`src/rtl/oser10_pkg.sv`:
```
// Shared definitions for the OSER10 transmit lane: slot-clock constants,
// the lane state encoding and a helper for sizing the slot counter.
package oser10_pkg;

  localparam int unsigned PHASES = 5;
  localparam int unsigned WORD_W = 10;
  localparam logic [WORD_W-1:0] IDLE_WORD_DEF = 10'h2AA;

  typedef enum logic [2:0] {
    ST_HOLD   = 3'd0,
    ST_WARMUP = 3'd1,
    ST_RUN    = 3'd2,
    ST_DRAIN  = 3'd3,
    ST_OFF    = 3'd4
  } state_e;

  // Width needed to hold the largest of the slot counts (at least 1 bit).
  function automatic int unsigned cnt_width(input int unsigned a,
                                            input int unsigned b,
                                            input int unsigned c);
    int unsigned m;
    m = a;
    if (b > m) m = b;
    if (c > m) m = c;
    return (m < 1) ? 1 : $clog2(m + 1);
  endfunction

endpackage

```
`src/rtl/oser10_pclk_div.sv`:
```
// FCLK/5 phase counter with a registered 40%-duty PCLK and the load strobe
// marking the FCLK edge on which a new word is presented to the serializer.
module oser10_pclk_div
  import oser10_pkg::*;
#(
  parameter int unsigned LOAD_PHASE = 3
) (
  input  logic clk,
  input  logic rst_i,
  output logic pclk_o,
  output logic load_edge_o
);

  logic [2:0] phase_q, phase_d;
  logic       pclk_q;

  always_comb begin
    phase_d = (phase_q == 3'(PHASES - 1)) ? '0 : phase_q + 3'd1;
  end

  // PCLK is registered from the next phase so it is high exactly while the
  // phase register reads 0 or 1; reset parks the phase at 4 so the first
  // edge after release is a rising PCLK edge.
  always_ff @(posedge clk or posedge rst_i) begin
    if (rst_i) begin
      phase_q <= 3'd4;
      pclk_q  <= 1'b0;
    end else begin
      phase_q <= phase_d;
      pclk_q  <= (phase_d < 3'd2);
    end
  end

  assign load_edge_o = (phase_d == 3'(LOAD_PHASE));
  assign pclk_o      = pclk_q;

endmodule

```
`src/rtl/oser10_tx_ctrl.sv`:
```
// Bring-up sequencer and slot scheduler for one OSER10 + TLVDS_TBUF lane:
// holds the serializer in reset, warms it up, streams words, drains on disable.
module oser10_tx_ctrl
  import oser10_pkg::*;
#(
  parameter logic [WORD_W-1:0] IDLE_WORD    = IDLE_WORD_DEF,
  parameter int unsigned       RST_SLOTS    = 2,
  parameter int unsigned       WARMUP_SLOTS = 4,
  parameter int unsigned       DRAIN_SLOTS  = 2,
  parameter int unsigned       LOAD_PHASE   = 3
) (
  input  logic              clk,
  input  logic              rst_i,
  input  logic              en_i,
  input  logic              s_valid,
  input  logic [WORD_W-1:0] s_data,
  output logic              s_ready,
  output logic              pclk_o,
  output logic              oser_rst_o,
  output logic [WORD_W-1:0] d_o,
  output logic              oen_o,
  output logic              underrun_o
);

  localparam int unsigned CNT_W = cnt_width(RST_SLOTS, WARMUP_SLOTS, DRAIN_SLOTS);

  state_e              state_q, state_d;
  logic [CNT_W-1:0]    cnt_q, cnt_d;
  logic [WORD_W-1:0]   data_buf_q, data_buf_d;
  logic                buf_full_q, buf_full_d;
  logic [WORD_W-1:0]   d_q, d_d;
  logic                oser_rst_q, oser_rst_d;
  logic                oen_q, oen_d;
  logic                underrun_q, underrun_d;
  logic                load_edge;
  logic                accept;
  logic                consume;

  oser10_pclk_div #(
    .LOAD_PHASE(LOAD_PHASE)
  ) u_pclk_div (
    .clk        (clk),
    .rst_i      (rst_i),
    .pclk_o     (pclk_o),
    .load_edge_o(load_edge)
  );

  assign s_ready = (state_q == ST_RUN) & ~buf_full_q;
  assign accept  = s_valid & s_ready;
  assign consume = load_edge & buf_full_q &
                   ((state_q == ST_RUN) | (state_q == ST_DRAIN));

  always_comb begin
    state_d    = state_q;
    cnt_d      = cnt_q;
    d_d        = d_q;
    oser_rst_d = oser_rst_q;
    oen_d      = oen_q;
    underrun_d = 1'b0;
    data_buf_d = data_buf_q;
    buf_full_d = buf_full_q;

    if (load_edge) begin
      d_d        = consume ? data_buf_q : IDLE_WORD;
      underrun_d = (state_q == ST_RUN) & ~buf_full_q;

      unique case (state_q)
        ST_HOLD: begin
          if (cnt_q == '0) begin
            state_d = ST_WARMUP;
            cnt_d   = CNT_W'(WARMUP_SLOTS - 1);
          end else begin
            cnt_d = cnt_q - 1'b1;
          end
        end
        ST_WARMUP: begin
          if (cnt_q == '0) begin
            state_d = en_i ? ST_RUN : ST_OFF;
          end else begin
            cnt_d = cnt_q - 1'b1;
          end
        end
        ST_RUN: begin
          if (!en_i) begin
            state_d = ST_DRAIN;
            cnt_d   = CNT_W'(DRAIN_SLOTS);
          end
        end
        // A word accepted on the RUN->DRAIN edge is still pending here;
        // idle slots are only counted once it has gone out.
        ST_DRAIN: begin
          if (!buf_full_q) begin
            if (cnt_q == '0) begin
              state_d = ST_OFF;
            end else begin
              cnt_d = cnt_q - 1'b1;
            end
          end
        end
        ST_OFF: begin
          if (en_i) begin
            state_d = ST_WARMUP;
            cnt_d   = CNT_W'(WARMUP_SLOTS - 1);
          end
        end
        default: state_d = ST_HOLD;
      endcase

      oser_rst_d = (state_d == ST_HOLD);
      oen_d      = (state_d == ST_HOLD) | (state_d == ST_OFF);
    end

    // Consumption sees the old buffer; a same-edge accept refills it.
    if (consume) buf_full_d = 1'b0;
    if (accept) begin
      data_buf_d = s_data;
      buf_full_d = 1'b1;
    end
  end

  always_ff @(posedge clk or posedge rst_i) begin
    if (rst_i) begin
      state_q    <= ST_HOLD;
      cnt_q      <= CNT_W'(RST_SLOTS - 1);
      d_q        <= IDLE_WORD;
      oser_rst_q <= 1'b1;
      oen_q      <= 1'b1;
      underrun_q <= 1'b0;
      data_buf_q <= '0;
      buf_full_q <= 1'b0;
    end else begin
      state_q    <= state_d;
      cnt_q      <= cnt_d;
      d_q        <= d_d;
      oser_rst_q <= oser_rst_d;
      oen_q      <= oen_d;
      underrun_q <= underrun_d;
      data_buf_q <= data_buf_d;
      buf_full_q <= buf_full_d;
    end
  end

  assign d_o        = d_q;
  assign oser_rst_o = oser_rst_q;
  assign oen_o      = oen_q;
  assign underrun_o = underrun_q;

endmodule

```
`config.mk`:
```
export PLATFORM = sky130hd
export DESIGN_NAME = oser10_tx_ctrl
export DESIGN_NICKNAME = d
export VERILOG_FILES = /design/src/rtl/oser10_pkg.sv /design/src/rtl/oser10_pclk_div.sv /design/src/rtl/oser10_tx_ctrl.sv
export SDC_FILE = /design/constraint.sdc
export NUM_CORES = 1
export LEC_CHECK = 0
export BUFFER_PORTS_ARGS = -buffer_cell sky130_fd_sc_hd__buf_2
export CELL_PAD_IN_SITES_DETAIL_PLACEMENT = 1
export CELL_PAD_IN_SITES_GLOBAL_PLACEMENT = 1
export CORE_MARGIN = 4
export CORE_UTILIZATION = 46
export CTS_BUF_LIST = sky130_fd_sc_hd__clkbuf_4
export DETAILED_ROUTE_END_ITERATION = 10
export PLACE_DENSITY_LB_ADDON = 0.05
export SLEW_MARGIN = 20
export SYNTH_ARGS = -nofsm -noshare
export SYNTH_HDL_FRONTEND = slang
export SYNTH_SLANG_ARGS = --single-unit
```
`constraint.sdc`:
```
create_clock -name clk -period 2.1 [get_ports clk]
set_input_delay 0.21 -clock clk [delete_from_list [all_inputs] [get_ports clk]]
set_output_delay 0.21 -clock clk [all_outputs]
set_load 0.005 [all_outputs]
```
==> results.md, run 1 <==
* Final hold viol count at 0
* Crit start category: register
* TritonCTS clock tree: yes
* Root buffer cell: clkbuf_4
* Post-route ant nets at 0
* Num CTS Buffers at 5
* DIE WIDTH at 67.6 um
* Number of max-cap violations at 0
* Initial antenna violation count at 0
* Hold Slack at 0.101 ns
* Top achievable clock speed at 541 MHz
* Clock skew at 0.00928 ns
* Final #Nets at 184
* Vias at 1117
* Cell Area, Synth at 1630 um^2
* Slew margin rel. at 0.535
* Initial Util at 0.482
* Die H at 67.6 um
* FF+latch area at 862 um^2
* Post-synth ARST share at 1.00
* Post-synth EDFFs at 0
* Clock-pin slew on the worst setup and hold paths at 0.11 ns
* RSZ-0062 raised after global routing: no
* Clock sinks at 34
* WL/cell at 15.3 um
* P&R area growth vs syn at 14.3%
* Post-route clock period utilization at 0.881
* Crit path max fanout at 4
* Hold path startpoint: s_data[0]
* Synthesized Nets at 151
* # DRC at 0
* Met1 wire length at 1460 um
* Vias/cell at 5.27
* Min-Delay Path Class: in2reg
* Slew @ Worst Pin at 0.692 ns
* Placer Congestion at 0.857
* Number of diodes at 0
* Mapped Cells at 132
* CP endpoint kind: register
* Clk_lat worst skew at 0.33 ns
* Core region area at 3390 um^2
* Die ar. at 4570 um^2
* Required time of the worst setup path at 2.31 ns
* Arr. time, crit path at 2.06 ns
* H-tree depth at 2
* Post-synth top flop: dfrtp_1
* Power density over the cells at 550 nW/um^2
* Routed wl met2 at 1630 um
* Pin count of the biggest net entering global routing at 35
* Synth warn at 0
* P_leak at 0.944 nW
* Peak supply drop at 0.381 mV
* Minimum clock period at 1.85 ns
* Met3 wire len at 124 um
* Synth Register Bits at 34
* Synth unique cells at 40
* Crit path kind: reg2reg
* Total global routing overflow at 0
* Sequential share of the synthesized area at 0.528
* Initial drt markers at 46
* Iteration count of the initial detailed-routing pass at 4
* Final setup fails at 0
* Port Buffer Count at 28
* HPWL Detailed at 2500 um
* Mean Syn Cell Area at 12.4 um^2
* Fillers at 369
* Total Wirelength at 3250 um
* Status: finished clean
* Setup tns final at 0 ns
* GR Util All Layers at 0.164
* Post-CTS Setup Bufs at 0
* Global-route wire length before repair at 5460 um
* Share of layout cells above drive strength 1 at 0.361
* Highest metal used: met4
* Ports at 29
* Area of the multi-input gates at 689 um^2
* CTS max path bufs at 2
* Slew Limit Fails at 0
* Vias in the first global route at 1166
* Worst r2r src: u_pclk_div.phase_q[0]
* CP startpoint: u_pclk_div.phase_q[0]
* Number of cell rows at 21
==> cell type report <==
cell class / count / share of cell area
sequential: 34 / 0.462
tap: 46 / 0.0309
inverter: 10 / 0.0201
clock inverter: 3 / 0.00872
multi-input combinational: 83 / 0.370
clock buffer: 5 / 0.0201
timing repair buffer: 31 / 0.0885
==> synthesized netlist by cell type (2+ instances only) <==
library cell / instances / share of area
a21o_1: 2 / 0.0092
a22o_1: 5 / 0.027
a31oi_1: 4 / 0.015
buf_2: 2 / 0.0061
buf_6: 3 / 0.021
dfrtp_1: 25 / 0.38
dfstp_2: 9 / 0.14
ha_1: 5 / 0.038
inv_1: 10 / 0.023
mux2_4: 9 / 0.083
mux2i_1: 3 / 0.018
nand2_1: 8 / 0.018
nand2b_1: 3 / 0.011
nand2b_4: 2 / 0.017
nand3_1: 2 / 0.0061
nor2_1: 3 / 0.0069
nor2b_1: 2 / 0.0077
o21ai_0: 7 / 0.021
o22a_1: 5 / 0.027
o22ai_1: 2 / 0.0077
or3_1: 2 / 0.0077
==> path summary, 6_finish.rpt <==
check                      slack (ns)                    end  cells after the start
max                              0.25               cnt_q[1]                      6
min                              0.10          data_buf_q[0]                      2
max reg2reg                      0.25               cnt_q[1]                      6
min reg2reg                      0.47  u_pclk_div.phase_q[0]                      1
max in group asynchronous        1.26             oser_rst_o                      4
min in group asynchronous        0.51          data_buf_q[6]                      4
==> layer usage <==
layer  vias up  track usage
li1        541            -
met4         0       0.0759
met5         -            0
met2        25        0.260
met3         5       0.0399
met1       546        0.211
==> state kept, by name, indices dropped and copies added, names as in the netlist <==
name,flops
oen_o,1
oser_rst_o,1
buf_full_q,1
u_pclk_div.pclk_o,1
u_pclk_div.phase_q,3
cnt_q,3
d_o,10
data_buf_q,10
state_q,3
underrun_o,1
==> logic make-up (layout without fill, tap and decap cells) <==
group,Yosys count,in the layout,synth area share
compound gates,33,33,0.148
fa+ha+maj,5,5,0.0383
buf+inv,15,49,0.0498
flops,34,34,0.528
mux,14,14,0.115
simple gates,31,31,0.121
==> cells in the final DEF (no fill, tap or decap), types with 2 or more instances in the layout <==
cell | synthesis | final
a21o_1 | 2 | 2
a22o_1 | 5 | 5
a31oi_1 | 4 | 4
buf_2 | 2 | 28
buf_4 | 0 | 2
clkbuf_4 | 0 | 5
dfrtp_1 | 25 | 25
dfstp_2 | 9 | 9
ha_1 | 5 | 5
inv_1 | 10 | 10
mux2_4 | 9 | 9
mux2i_1 | 3 | 3
nand2_1 | 8 | 8
nand2b_1 | 3 | 3
nand2b_4 | 2 | 2
nand3_1 | 2 | 2
nor2_1 | 3 | 3
nor2b_1 | 2 | 2
o21ai_0 | 7 | 7
o22a_1 | 5 | 5
o22ai_1 | 2 | 2
or3_1 | 2 | 2
==> metrics by stage <==
stage | setup slack (ns) | cell area, um^2 | std cells | total power, W | util
6_report | 0.251 | 1870 | 212 | 0.00103 | 0.550
3_3_place_gp | 0.313 | 1800 | 203 | 0.000700 | 0.532
3_5_place_dp | 0.226 | 1800 | 203 | 0.000701 | 0.532
2_1_floorplan | 0.376 | 1630 | 132 | 0.000682 | -
5_1_grt | 0.0497 | 1870 | 212 | 0.00108 | 0.550
4_1_cts | 0.210 | 1870 | 212 | 0.00104 | 0.550
==> where the power goes <==
group / switching, W / internal [W]
combinational: 0.0000197 / 0.0000141
sequential: 0 / 0.000655
clock: 0.000213 / 0.000124
total: 0.000232 / 0.000794
==> critical path, cell delays in order, from the launching register on <==
cell       delay (ns)
dfrtp_1          0.39
inv_1            0.08
ha_1             0.20
or3b_1           0.42
o2111ai_1        0.14
a21o_1           0.18
mux2_1           0.34
==> what timing repair did <==
| action | 4_1_cts | 5_1_grt |
|---|---|---|
| hold buffers | 1 | 0 |
| hold endpoints to repair | 25 | 0 |
| resized for setup | 0 | 0 |
| setup endpoints to repair | 0 | 0 |
Power figures use the tool's default switching activity.
==> run 2: changes to the inputs <==
--- a/config.mk
+++ b/config.mk
@@ -5,11 +5,12 @@
 export SDC_FILE = /design/constraint.sdc
 export NUM_CORES = 1
 export LEC_CHECK = 0
+export ABC_AREA = 1
 export BUFFER_PORTS_ARGS = -buffer_cell sky130_fd_sc_hd__buf_2
 export CELL_PAD_IN_SITES_DETAIL_PLACEMENT = 1
 export CELL_PAD_IN_SITES_GLOBAL_PLACEMENT = 1
 export CORE_MARGIN = 4
-export CORE_UTILIZATION = 46
+export CORE_UTILIZATION = 42
 export CTS_BUF_LIST = sky130_fd_sc_hd__clkbuf_4
 export DETAILED_ROUTE_END_ITERATION = 10
 export PLACE_DENSITY_LB_ADDON = 0.05
==> run 2 against run 1 <==
Net effect:
- sequential share of layout area decreased by 0.55 points
- critical path depth unchanged
- via count increased by 28%
- register-to-register slack improved by 0.09 ns
- flip-flop and latch count unchanged
- sequential power increased by 50%
- power increased by 93%
- final cell count increased by 34%
- wire length increased by 15%
- critical path type is now reg2out
- largest power group unchanged
==> results.md, run 2 <==
* GR Util All Layers at 0.167
* Num CTS Buffers at 5
* Post-route ant nets at 0
* Vias at 1433
* Top post-synthesis cells by area: dfrtp_1 38%, nand2_1 15%, dfstp_2 14%
* Slew margin rel. at 0.720
* Post-route clock period utilization at 0.887
* Post-CTS Setup Bufs at 0
* Required time of the worst setup path at 1.89 ns
* Post-synth top flop: dfrtp_1
* Worst path cell trace: inv_2 -> nand2_2 -> nor2_4 -> inv_2 -> nor2_4 -> buf_2
* Leading cell types in the layout, fill and taps excluded: 65 x nand2_1, 28 x nor2_1, 28 x buf_2
* Worst r2r src: u_pclk_div.phase_q[0]
* Most common cell in the synthesized netlist: nand2_1
* PostCTS Resize Cnt at 0
* Post-route cell area at 1890 um^2
* RSZ-0062 raised after global routing: no
* Arr. time, crit path at 1.65 ns
* Share of layout cells above drive strength 1 at 0.246
* Final setup fails at 0
* Yosys top cell by area: dfrtp_1
* Final #Nets at 254
* Peak supply drop at 0.354 mV
* Worst reg-to-reg path cell count at 9
* CTS max path bufs at 2
* Minimum clock period at 1.86 ns
* Post-synth ARST share at 1.00
* Die H at 70.9 um
* R2R setup slack at 0.34 ns
* Number of diodes at 0
* Gate power share at 0.327
* Number of cell rows at 22
* Seq pwr share at 0.495
* Number of buffers and inverters on the critical path at 3
* DIE WIDTH at 70.9 um
* Clock power share at 0.178
* Worst Hold Depth at 3
* Post-synth top area share at 0.376
* Final hold viol count at 0
* Mean Syn Cell Area at 8.15 um^2
* Reg2reg end: d_o[3]
* Most common library cell in the layout ignoring fill and taps: nand2_1
* Status: finished clean
* Hold path startpoint: s_data[7]
* Crit path max fanout at 12
* DP Area at 1820 um^2
* Pin count of the biggest net entering global routing at 31
* Root buffer cell: clkbuf_4
* Placer Congestion at 0.805
* Cell Area, Synth at 1660 um^2
* Mapped Cells at 204
* Synth warn at 0
* Post-synth EDFFs at 0
* Crit path kind: reg2out
* Die ar. at 5030 um^2
* P&R area growth vs syn at 13.5%
* Initial Util at 0.444
* # DRC at 0
* Clock skew at 0.00435 ns
* Clock sinks at 34
* Int Pwr at 0.00121 W
* Worst slack, placed at 0.328 ns
* TritonCTS clock tree: yes
* Sequential share of the synthesized area at 0.518
* Total Wirelength at 3740 um
* Top achievable clock speed at 537 MHz
* H-tree depth at 2
* Hold EP: data_buf_q[7]
* Number of max-cap violations at 0
* Power density over the cells at 1050 nW/um^2
* Synth top cells by count: 65 x nand2_1, 28 x nor2_1, 25 x dfrtp_1
* Min-Delay Path Class: in2reg
* WL/cell at 13.2 um
* Synth Register Bits at 34
* P_leak at 1.04 nW
* Initial drt markers at 49
* Slowest Stage Delay on Critical Path at 0.51 ns
* Vias/cell at 5.05
* Post-CTS Hold Fix Bufs at 1
* Ports at 29
* Initial antenna violation count at 0
* Setup tns final at 0 ns
* Design Power at 0.00198 W
* Top delay family on crit path: flip-flops
* Synth unique cells at 22
* Total global routing overflow at 0
* Clk_lat worst skew at 0.33 ns
* Global-route wire length before repair at 6730 um
* Slew Limit Fails at 0
* Hold Slack at 0.107 ns
* Critical path depth at 6
* Final worst slack at 0.238 ns
* HPWL Detailed at 2920 um
* Crit start category: register
* Iteration count of the initial detailed-routing pass at 4
* Vias in the first global route at 1548
* Crit-path slowest cell: dfrtp_1
* Core region area at 3740 um^2
* Switch share at 0.388
* Switching pwr at 0.000769 W
* Synthesized Nets at 223
* Port Buffer Count at 28
* CP endpoint kind: output port
* Slew @ Worst Pin at 0.421 ns
* Clock-pin slew on the worst setup and hold paths at 0.10 ns
==> run 2: power by group through the flow <==
| stage | clock, W | sequential (W) | combinational [W] |
|---|---|---|---|
| finish | 0.000352 | 0.000982 | 0.000648 |
| global route | 0.000403 | 0.00101 | 0.000747 |
| CTS | 0.000365 | 0.000985 | 0.000659 |
| detailed placement | 0 | 0.000997 | 0.000655 |
| global placement | 0 | 0.000988 | 0.000614 |
| floorplan | 0 | 0.000940 | 0.000521 |
==> run 2: layer usage <==
| layer | global-route usage | up-vias | wire length, um |
|---|---|---|---|
| li1 | - | 704 | - |
| met1 | 0.190 | 689 | 1590 |
| met2 | 0.298 | 29 | 1910 |
| met3 | 0.0369 | 11 | 154 |
| met4 | 0.0710 | 0 | 79 |
| met5 | 0 | - | 0 |
==> run 2: how the worst max path moves through the flow <==
stage / startpoint / endpoint / slack (ns)
floorplan: cnt_q[0] / cnt_q[2] / 0.63
global placement: u_pclk_div.phase_q[0] / d_o[3] / 0.43
detailed placement: u_pclk_div.phase_q[0] / d_o[3] / 0.33
CTS: state_q[2] / s_ready / 0.22
global route: state_q[2] / s_ready / 0.08
finish: state_q[2] / s_ready / 0.24
==> run 2: cell families after synthesis <==
family / after synthesis / synth area share
buf+inv: 24 / 0.0685
fa+ha+maj: 5 / 0.0376
flops: 34 / 0.518
xor+xnor: 1 / 0.00527
simple gates: 131 / 0.343
compound gates: 9 / 0.0271
==> run 2: final cells by class <==
type / instances / area [um^2]
fillers: 487 / 1860
flip-flops and latches: 34 / 862
clock buffers: 6 / 45.0
well taps: 48 / 60.1
repair buffers: 30 / 158
multi-input cells: 146 / 687
clock inverters: 2 / 8.76
inverters: 18 / 67.6
==> run 2: stage by stage <==
stage               std cells   util
floorplan                 204      -
global placement          275  0.487
detailed placement        275  0.487
CTS                       284  0.504
global route              284  0.504
finish                    284  0.504
==> run 2: worst min-delay path: cells and delay by family <==
family	cells	cell delay (ns)
and+or+nand+nor	2	0.12
buffers and inverters	1	0.07
==> run 3: changes to the inputs <==
--- a/config.mk
+++ b/config.mk
@@ -14,6 +14,7 @@
 export CTS_BUF_LIST = sky130_fd_sc_hd__clkbuf_4
 export DETAILED_ROUTE_END_ITERATION = 10
 export PLACE_DENSITY_LB_ADDON = 0.05
+export RECOVER_POWER = 100
 export SLEW_MARGIN = 20
 export SYNTH_ARGS = -nofsm -noshare
 export SYNTH_HDL_FRONTEND = slang
==> run 3 against run 2 <==
Net effect:
- count of clock-buffer cells in the layout stayed put
- power shrank 1.3%
- wire length rose by 0.59%
- fmax decreased by 1.4%
- critical path depth is the same
- core utilization fell by 0.37 points
- sequential share of layout area rose by 0.34 points
- die area is the same
- combinational power shrank 2%
- global-route usage is the same
- setup slack got worse by 0.026 ns
==> results.md, run 3 (same netlist as run 2, synthesis figures left out) <==
* Status: finished clean
* HPWL Detailed at 2920 um
* Placer Congestion at 0.805
* Routed wl met2 at 1890 um
* RSZ-0062 raised after global routing: no
* CTS max path bufs at 2
* Crit path max fanout at 12
* Vias in the first global route at 1548
* Peak supply drop at 0.353 mV
* Int Pwr at 0.00120 W
* Vias/cell at 5.00
* Hold EP: data_buf_q[7]
* Seq pwr share at 0.497
* Clock sinks at 34
* Met3 wire len at 165 um
* Gate power share at 0.323
* Post-route clock period utilization at 0.899
* Final hold viol count at 0
* Initial drt markers at 53
* Crit start category: register
* Initial Util at 0.444
* Total Wirelength at 3760 um
* Setup tns final at 0 ns
* Most common library cell in the layout ignoring fill and taps: nand2_1
* Worst reg-to-reg path cell count at 9
* Power density over the cells at 1040 nW/um^2
* Min-Delay Path Class: in2reg
* Post-CTS Setup Bufs at 0
* Num CTS Buffers at 5
* Slew margin rel. at 0.505
* Crit path kind: reg2out
* Worst Hold Depth at 3
* Share of layout cells above drive strength 1 at 0.199
* Pin count of the biggest net entering global routing at 31
* Worst path cell trace: inv_2 -> nand2_1 -> nor2_4 -> inv_2 -> nor2_4 -> buf_2
* Top achievable clock speed at 530 MHz
* CP endpoint kind: output port
* Hold path startpoint: s_data[7]
* Number of max-cap violations at 0
* Global-route wire length before repair at 6730 um
* GR Util All Layers at 0.167
* Number of diodes at 0
* Die H at 70.9 um
* Initial antenna violation count at 0
* Clk_lat worst skew at 0.33 ns
* Root buffer cell: clkbuf_4
* WL/cell at 13.3 um
* Worst r2r src: u_pclk_div.phase_q[0]
* P&R area growth vs syn at 12.7%
* Iteration count of the initial detailed-routing pass at 5
* Reg2reg end: d_o[3]
* Slew @ Worst Pin at 0.742 ns
* Slowest Stage Delay on Critical Path at 0.51 ns
* Final #Nets at 254
* Vias at 1421
* P_leak at 1.03 nW
* Final setup fails at 0
* Minimum clock period at 1.89 ns
* Leading cell types in the layout, fill and taps excluded: 67 x nand2_1, 29 x nor2_1, 25 x dfrtp_1, 25 x buf_2, 22 x nand3_1
* Core region area at 3740 um^2
* Highest metal used: met4
* R2R setup slack at 0.27 ns
* H-tree depth at 2
* Post-route ant nets at 0
* Ports at 29
* Die ar. at 5030 um^2
* Crit-path slowest cell: dfrtp_1
* Clock-pin slew on the worst setup and hold paths at 0.10 ns
* Switch share at 0.389
* # DRC at 0
* Design Power at 0.00196 W
* Required time of the worst setup path at 1.89 ns
* Total global routing overflow at 0
* Number of cell rows at 22
* Switching pwr at 0.000761 W
* Port Buffer Count at 28
* Clock power share at 0.180
* Arr. time, crit path at 1.68 ns
* DIE WIDTH at 70.9 um
* Met1 wire length at 1620 um
* Slew Limit Fails at 0
* Clock skew at 0.00401 ns
* TritonCTS clock tree: yes
-- run 3: changes by cell type in the layout (fill, tap and decap cells not counted), sizes merged --
cell and delta:
buf -4, clkbuf +4
-- run 3: timing repair --
| item | 4_1_cts | 5_1_grt |
|---|---|---|
| hold buffers | 1 | 0 |
| hold endpoints to repair | 4 | 0 |
| endpoints found under the setup margin | 0 | 0 |
| resized for setup | 0 | 0 |
-- run 3: per-stage QoR --
step | worst slack, ns | hold WS (ns) | instances | util | instance area, um^2
6_report | 0.211 | 0.106 | 284 | 0.501 | 1870
5_1_grt | 0.0568 | 0.0861 | 284 | 0.501 | 1870
4_1_cts | 0.216 | 0.0992 | 284 | 0.504 | 1890
3_5_place_dp | 0.328 | 0.109 | 275 | 0.487 | 1820
3_3_place_gp | 0.427 | 0.0968 | 275 | 0.487 | 1820
2_1_floorplan | 0.625 | 0.345 | 204 | - | 1660
-- run 3: layout make-up --
class / instances / area (um^2)
Clock buffer: 6 / 45.0
Timing Repair Buffer: 30 / 151
Inverter: 18 / 67.6
Fill cell: 488 / 1870
Clock inverter: 2 / 8.76
Multi-Input combinational cell: 146 / 679
Tap cell: 48 / 60.1
Sequential cell: 34 / 862
-- run 3: layer usage --
layer | GRT usage | up-vias
li1 | - | 701
met5 | 0 | -
met3 | 0.0369 | 13
met4 | 0.0710 | 0
met2 | 0.298 | 29
met1 | 0.190 | 678
-- run 3: worst max path at each step --
stage	startpoint	to	slack, ns
after floorplan	cnt_q[0]	cnt_q[2]	0.63
after global placement	u_pclk_div.phase_q[0]	d_o[3]	0.43
after detailed placement	u_pclk_div.phase_q[0]	d_o[3]	0.33
after CTS	state_q[2]	s_ready	0.22
after global routing	state_q[2]	s_ready	0.06
final	state_q[2]	s_ready	0.21
-- run 3: power by group through the flow --
stage	combinational [W]	clock, W	sequential, W
after floorplan	0.000521	0	0.000940
after global placement	0.000614	0	0.000988
after detailed placement	0.000655	0	0.000997
after CTS	0.000659	0.000365	0.000985
after global routing	0.000731	0.000403	0.00100
final	0.000633	0.000352	0.000972
-- run 3: critical path: cells and delay by family, from the launching register on --
family                 cells  cell delay [ns]
buffers and inverters      3             0.38
flip-flops                 1             0.51
AND/OR/NAND/NOR            3             0.47
